**config.mk**
```make
export PLATFORM = sky130hd
export DESIGN_NAME = step_move_ctrl
export DESIGN_NICKNAME = d
export VERILOG_FILES = /design/src/rtl/motor_pkg.sv /design/src/rtl/step_phase_seq.sv /design/src/rtl/step_move_ctrl.sv
export SDC_FILE = /design/constraint.sdc
export NUM_CORES = 1
export LEC_CHECK = 0
export CAP_MARGIN = 20
export CORE_MARGIN = 1
export CORE_UTILIZATION = 40
export DETAILED_ROUTE_END_ITERATION = 12
export PLACE_DENSITY = 0.66
export SETUP_SLACK_MARGIN = 0.5
export SYNTH_ARGS = -nofsm -noshare
export SYNTH_HDL_FRONTEND = slang
export SYNTH_SLANG_ARGS = --single-unit
```
**constraint.sdc**
```tcl
create_clock -name clk -period 3.62 [get_ports clk]
set_clock_uncertainty 0.15 [all_clocks]
set_input_delay 0.543 -clock clk [delete_from_list [all_inputs] [get_ports clk]]
set_output_delay 0.543 -clock clk [all_outputs]
set_load 0.03 [all_outputs]
```
**src/rtl/motor_pkg.sv**
```systemverilog
// Shared types for the stepper move path: FSM states, direction
// codes and the coil phase one-hot lookup.
package motor_pkg;

  typedef enum logic [1:0] {
    ST_IDLE = 2'd0,
    ST_RUN  = 2'd1,
    ST_FIN  = 2'd2
  } move_state_t;

  localparam logic DIR_FWD = 1'b0;
  localparam logic DIR_REV = 1'b1;

  function automatic logic [3:0] coil_of(input logic [1:0] ph);
    logic [3:0] c;
    c = 4'b0001;
    unique case (ph)
      2'd0: c = 4'b0001;
      2'd1: c = 4'b0010;
      2'd2: c = 4'b0100;
      2'd3: c = 4'b1000;
      default: c = 4'b0001;
    endcase
    return c;
  endfunction

endpackage

```
**src/rtl/step_phase_seq.sv**
```systemverilog
// Coil phase ring S1..S4; advances one position per enabled cycle,
// forward or reverse, and holds otherwise.
module step_phase_seq
  import motor_pkg::*;
(
  input  logic       clk,
  input  logic       reset,
  input  logic       en,
  input  logic       dir,
  output logic [1:0] phase,
  output logic [3:0] coil
);

  always_ff @(posedge clk) begin
    if (!reset) begin
      phase <= 2'd0;
    end else if (en) begin
      if (dir == DIR_REV) phase <= phase - 2'd1;
      else                phase <= phase + 2'd1;
    end
  end

  assign coil = coil_of(phase);

endmodule

```
**src/rtl/step_move_ctrl.sv**
```systemverilog
// Single-move step scheduler: paces step strobes and drives the phase ring.
// Optional accel ramp enabled by defining STEP_RAMP_EN.
module step_move_ctrl
  import motor_pkg::*;
#(
  parameter int CNT_W      = 16,
  parameter int PER_W      = 16,
  parameter int RAMP_SHIFT = 2,
  parameter int RAMP_DEC   = 1
) (
  input  logic             clk,
  input  logic             reset,
  input  logic             cmd_valid,
  output logic             cmd_ready,
  input  logic [CNT_W-1:0] cmd_count,
  input  logic             cmd_dir,
  input  logic [PER_W-1:0] cmd_period,
  input  logic             abort,
  output logic             busy,
  output logic             done,
  output logic             step_pulse,
  output logic [1:0]       phase,
  output logic [3:0]       coil,
  output logic [CNT_W-1:0] steps_left
);

  move_state_t      state, state_nx;
  logic [CNT_W-1:0] left_q;
  logic [PER_W-1:0] timer_q;
  logic [PER_W-1:0] per_q;
  logic             dir_q;

  logic             accept;
  logic             strobe;
  logic [PER_W-1:0] p_cmd;
  logic [PER_W-1:0] first_tmr;
  logic [PER_W-1:0] reload;

  assign p_cmd  = (cmd_period == '0) ? PER_W'(1) : cmd_period;
  assign accept = cmd_valid & cmd_ready;
  // abort wins over a strobe landing in the same cycle
  assign strobe = (state == ST_RUN) && (timer_q == '0) && !abort;

`ifdef STEP_RAMP_EN
  localparam int XW = PER_W + RAMP_SHIFT;
  localparam logic [XW-1:0] PER_MAX = XW'({PER_W{1'b1}});

  logic [PER_W-1:0] cur_q;
  logic [XW-1:0]    start_w;
  logic [PER_W-1:0] start_per;
  logic [PER_W:0]   floor_w;
  logic [PER_W-1:0] next_per;

  assign start_w   = XW'(p_cmd) << RAMP_SHIFT;
  assign start_per = (start_w > PER_MAX) ? {PER_W{1'b1}}
                                         : start_w[PER_W-1:0];
  assign floor_w   = {1'b0, per_q} + (PER_W+1)'(RAMP_DEC);
  assign next_per  = ({1'b0, cur_q} < floor_w) ? per_q
                                               : cur_q - PER_W'(RAMP_DEC);
  assign first_tmr = start_per - PER_W'(1);
  assign reload    = next_per - PER_W'(1);

  always_ff @(posedge clk) begin
    if (!reset) begin
      cur_q <= '0;
    end else if (accept) begin
      cur_q <= start_per;
    end else if (strobe) begin
      cur_q <= next_per;
    end
  end
`else
  assign first_tmr = p_cmd - PER_W'(1);
  assign reload    = per_q - PER_W'(1);
`endif

  always_ff @(posedge clk) begin
    if (!reset) state <= ST_IDLE;
    else        state <= state_nx;
  end

  always_comb begin
    state_nx  = state;
    cmd_ready = 1'b0;
    busy      = 1'b0;
    done      = 1'b0;
    unique case (state)
      ST_IDLE: begin
        cmd_ready = reset;
        if (accept) begin
          if (cmd_count == '0) state_nx = ST_FIN;
          else                 state_nx = ST_RUN;
        end
      end
      ST_RUN: begin
        busy = 1'b1;
        if (abort) state_nx = ST_FIN;
        else if (strobe && left_q == CNT_W'(1)) state_nx = ST_FIN;
      end
      ST_FIN: begin
        done     = 1'b1;
        state_nx = ST_IDLE;
      end
      default: state_nx = ST_IDLE;
    endcase
  end

  always_ff @(posedge clk) begin
    if (!reset) begin
      timer_q <= '0;
      left_q  <= '0;
      per_q   <= '0;
      dir_q   <= DIR_FWD;
    end else if (accept) begin
      timer_q <= first_tmr;
      left_q  <= cmd_count;
      per_q   <= p_cmd;
      dir_q   <= cmd_dir;
    end else if (state == ST_RUN && !abort) begin
      if (timer_q != '0) begin
        timer_q <= timer_q - PER_W'(1);
      end else begin
        timer_q <= reload;
        if (left_q != '0) left_q <= left_q - CNT_W'(1);
      end
    end
  end

  step_phase_seq u_seq (
    .clk   (clk),
    .reset (reset),
    .en    (strobe),
    .dir   (dir_q),
    .phase (phase),
    .coil  (coil)
  );

  assign step_pulse = strobe;
  assign steps_left = left_q;

endmodule
```
==> impl_metrics.ini <==
[clocking]
root_buffer = clkbuf_8
cts_tree = built
clk_latency_ns = 0.31
htreeDepth = 2
cts-resized-gates = 0
cts_buffer_depth = 2
post_cts_buffers = 0
cts_buffers = 5
hold_buffers = 0
numClockSinks = 53
clk_pin_slew_worst_paths_ns = 0.10

[placement]
port-buffer-count = 62
gp_congestion = 0.855
hpwlAfterDp_mm = 6.05

[power]
power.leakage_nw = 1.31
irDropWorstVdd_v = 0.000207
powerDensity_nw_per_um2 = 395
fin_total_pwr_mw = 1.50

[timing]
min_period_ns = 2.97
maxSlewHeadroom = 0.551
rsz0062_at_grt = no
setup_viol_count_final = 0
min_period_over_period = 0.821
drv_slew = 0
finalHoldViolCount = 0
max_freq_mhz = 337
setup_tns_ns = 0
tightest_slew_ns = 0.673

[routing]
vias = 2968
ant_nets = 0
wire_per_inst_um = 15.5
first_pass_iters = 5
drt-vias-per-instance = 5.65
drt-initial-drc-count = 209
wirelength_mm = 8.13
drc_errors = 0

[logic_synthesis]
ys_types = 54
synthCells = 365
ys_ff_latch = 53
ys_seq_area_frac = 0.369
ys.warnings.count = 0
yosys-top-cells-area = dfxtp_1 37%, nand2_1 7.4%, a21oi_1 6.4%
syn_area_sq_um = 2870
synth_edf_count = 0
yosysMostFrequentCell = nand2_1
synthArstFlopShare = 0
synth.avg_cell_area_sq_um = 7.87
synth_top_area_share = 0.369
synth_commonest_cells = 57 x nand2_1, 53 x dfxtp_1, 37 x a21oi_1, 28 x nor2_1, 28 x o21ai_0
synth_top_area_cell = dfxtp_1
synth_ff_type = dfxtp_1
syn-num-nets = 409

[finish]
area_delta_synth_final_pct = 32.1
drive_gt1_frac = 0.0956
antenna_cells = 0
nets = 473

[worst_setup_path]
reg2reg_slack_ns = 0.87
cp.required_ns = 2.93
rr_startpoint = timer_q[1]$_SDFFE_PN0P_
crit_start = timer_q[1]$_SDFFE_PN0P_
cp_slowest_cell = clkdlybuf4s50_1
cp-endpoint = step_pulse
path_cells = nor4_1 > nand4_1 > nor3_2 > buf_4 > clkdlybuf4s50_1
cpPeakStageDelay_ns = 0.67
crit_path_max_fanout = 6
worst_setup_path_end_kind = output port
critPathLaunchType = flop
crit_arrival_ns = 2.28
r2r_cells = 7
path_class = reg -> out
regToRegEndpoint = steps_left[6]$_SDFFE_PN0P_

[global_route]
grt_usage = 0.224
grt_max_degree = 23
grt_pass1_wl_mm = 13.1
antenna_found_initial = 0
grt_pass1_vias = 2721
grt_overflow_total = 0

[die]
die_h_um = 86.7
rows = 30
start_util = 0.418
dieArea_sq_um = 7520
core_sq_um = 6870
die_x_um = 86.7
top_level_ports = 63

[job]
max_cap_viol_count = 0

[hold_path]
hold_class = reg -> reg

[outcome]
status = finished, final reports clean
==> metrics by stage <==
stage	setup WS [ns]	cells	hold slack, ns	area [sq um]	util
after floorplan	0.821	365	0.287	2870	-
after global placement	0.370	517	0.294	3650	0.532
after detailed placement	0.243	518	0.301	3680	0.536
after CTS	0.562	525	0.314	3770	0.548
after global routing	0.528	525	0.335	3800	0.553
final	0.649	525	0.313	3800	0.553
==> cell families after synthesis <==
group | after synthesis | share of synthesized area
buffers and inverters | 29 | 0.0414
AO/OA/AOI/OAI | 112 | 0.243
AND/OR/NAND/NOR | 146 | 0.260
multiplexers | 3 | 0.0109
flip-flops | 53 | 0.369
adder cells (fa/ha/maj) | 7 | 0.0305
XOR/XNOR | 15 | 0.0457
==> power by group <==
part | internal [mW] | leakage [nW] | switching (mW)
combinational | 0.215 | 0.832 | 0.273
clock | 0.152 | 0.0443 | 0.190
sequential | 0.628 | 0.434 | 0.0434
==> sequential cells by signal, summed over array words and instances (netlist names) <==
| register | count |
|---|---|
| per_q | 16 |
| steps_left | 16 |
| timer_q | 16 |
| state | 2 |
| u_seq.phase | 2 |
| dir_q | 1 |
==> worst min-delay path by stage <==
stage | from | to | slack, ns | depth (start not counted)
floorplan | per_q[14]$_SDFFE_PN0N_ | per_q[14]$_SDFFE_PN0N_ | 0.29 | 2
global placement | per_q[15]$_SDFFE_PN0N_ | per_q[15]$_SDFFE_PN0N_ | 0.29 | 2
detailed placement | per_q[15]$_SDFFE_PN0N_ | per_q[15]$_SDFFE_PN0N_ | 0.30 | 2
CTS | per_q[12]$_SDFFE_PN0N_ | per_q[12]$_SDFFE_PN0N_ | 0.31 | 2
global route | per_q[6]$_SDFFE_PN0N_ | per_q[6]$_SDFFE_PN0N_ | 0.33 | 2
finish | per_q[12]$_SDFFE_PN0N_ | per_q[12]$_SDFFE_PN0N_ | 0.31 | 2
==> area by class of cell <==
class | count | area [sq um]
fill | 644 | 3070
multi-input combinational | 283 | 1740
sequential | 53 | 1060
timing repair buffer | 77 | 753
tap | 96 | 120
clock buffer | 7 | 86.3
inverter | 9 | 33.8
==> routing by layer <==
metal	GRT usage	vias up	wire [um]
li1	-	1465	-
met4	0.0803	0	149
met1	0.303	1406	3770
met2	0.363	84	3830
met3	0.0343	13	375
met5	0	-	0
==> placed cells by master (no fill, tap or decap), drive strengths merged, types with 2 or more instances in the layout <==
master and count:
nand2b 4, or3b 3, xor2 6, a211oi 10
o21ai 28, nor3 8, a211o 2, nor4b 2
a31oi 6, o311a 2, nand3 4, a21oi 38
mux2i 2, nand4bb 2, o211ai 12, dfxtp 53
nor2 28, ha 7, clkdlybuf4s50 62, or3 5
o31ai 2, clkbuf 7, xnor2 9, inv 9
nor2b 3, nor4 17, buf 15, or4 2
a221oi 2, nand4 4, a21o 2, nand2 58
==> worst max-delay path, delay by kind of cell (launching register included) <==
family | cells | cell delay [ns]
DFF | 1 | 0.34
buffers and inverters | 2 | 0.83
and+or+nand+nor | 3 | 0.79
Note: power is estimated with default switching activity, not from simulation.
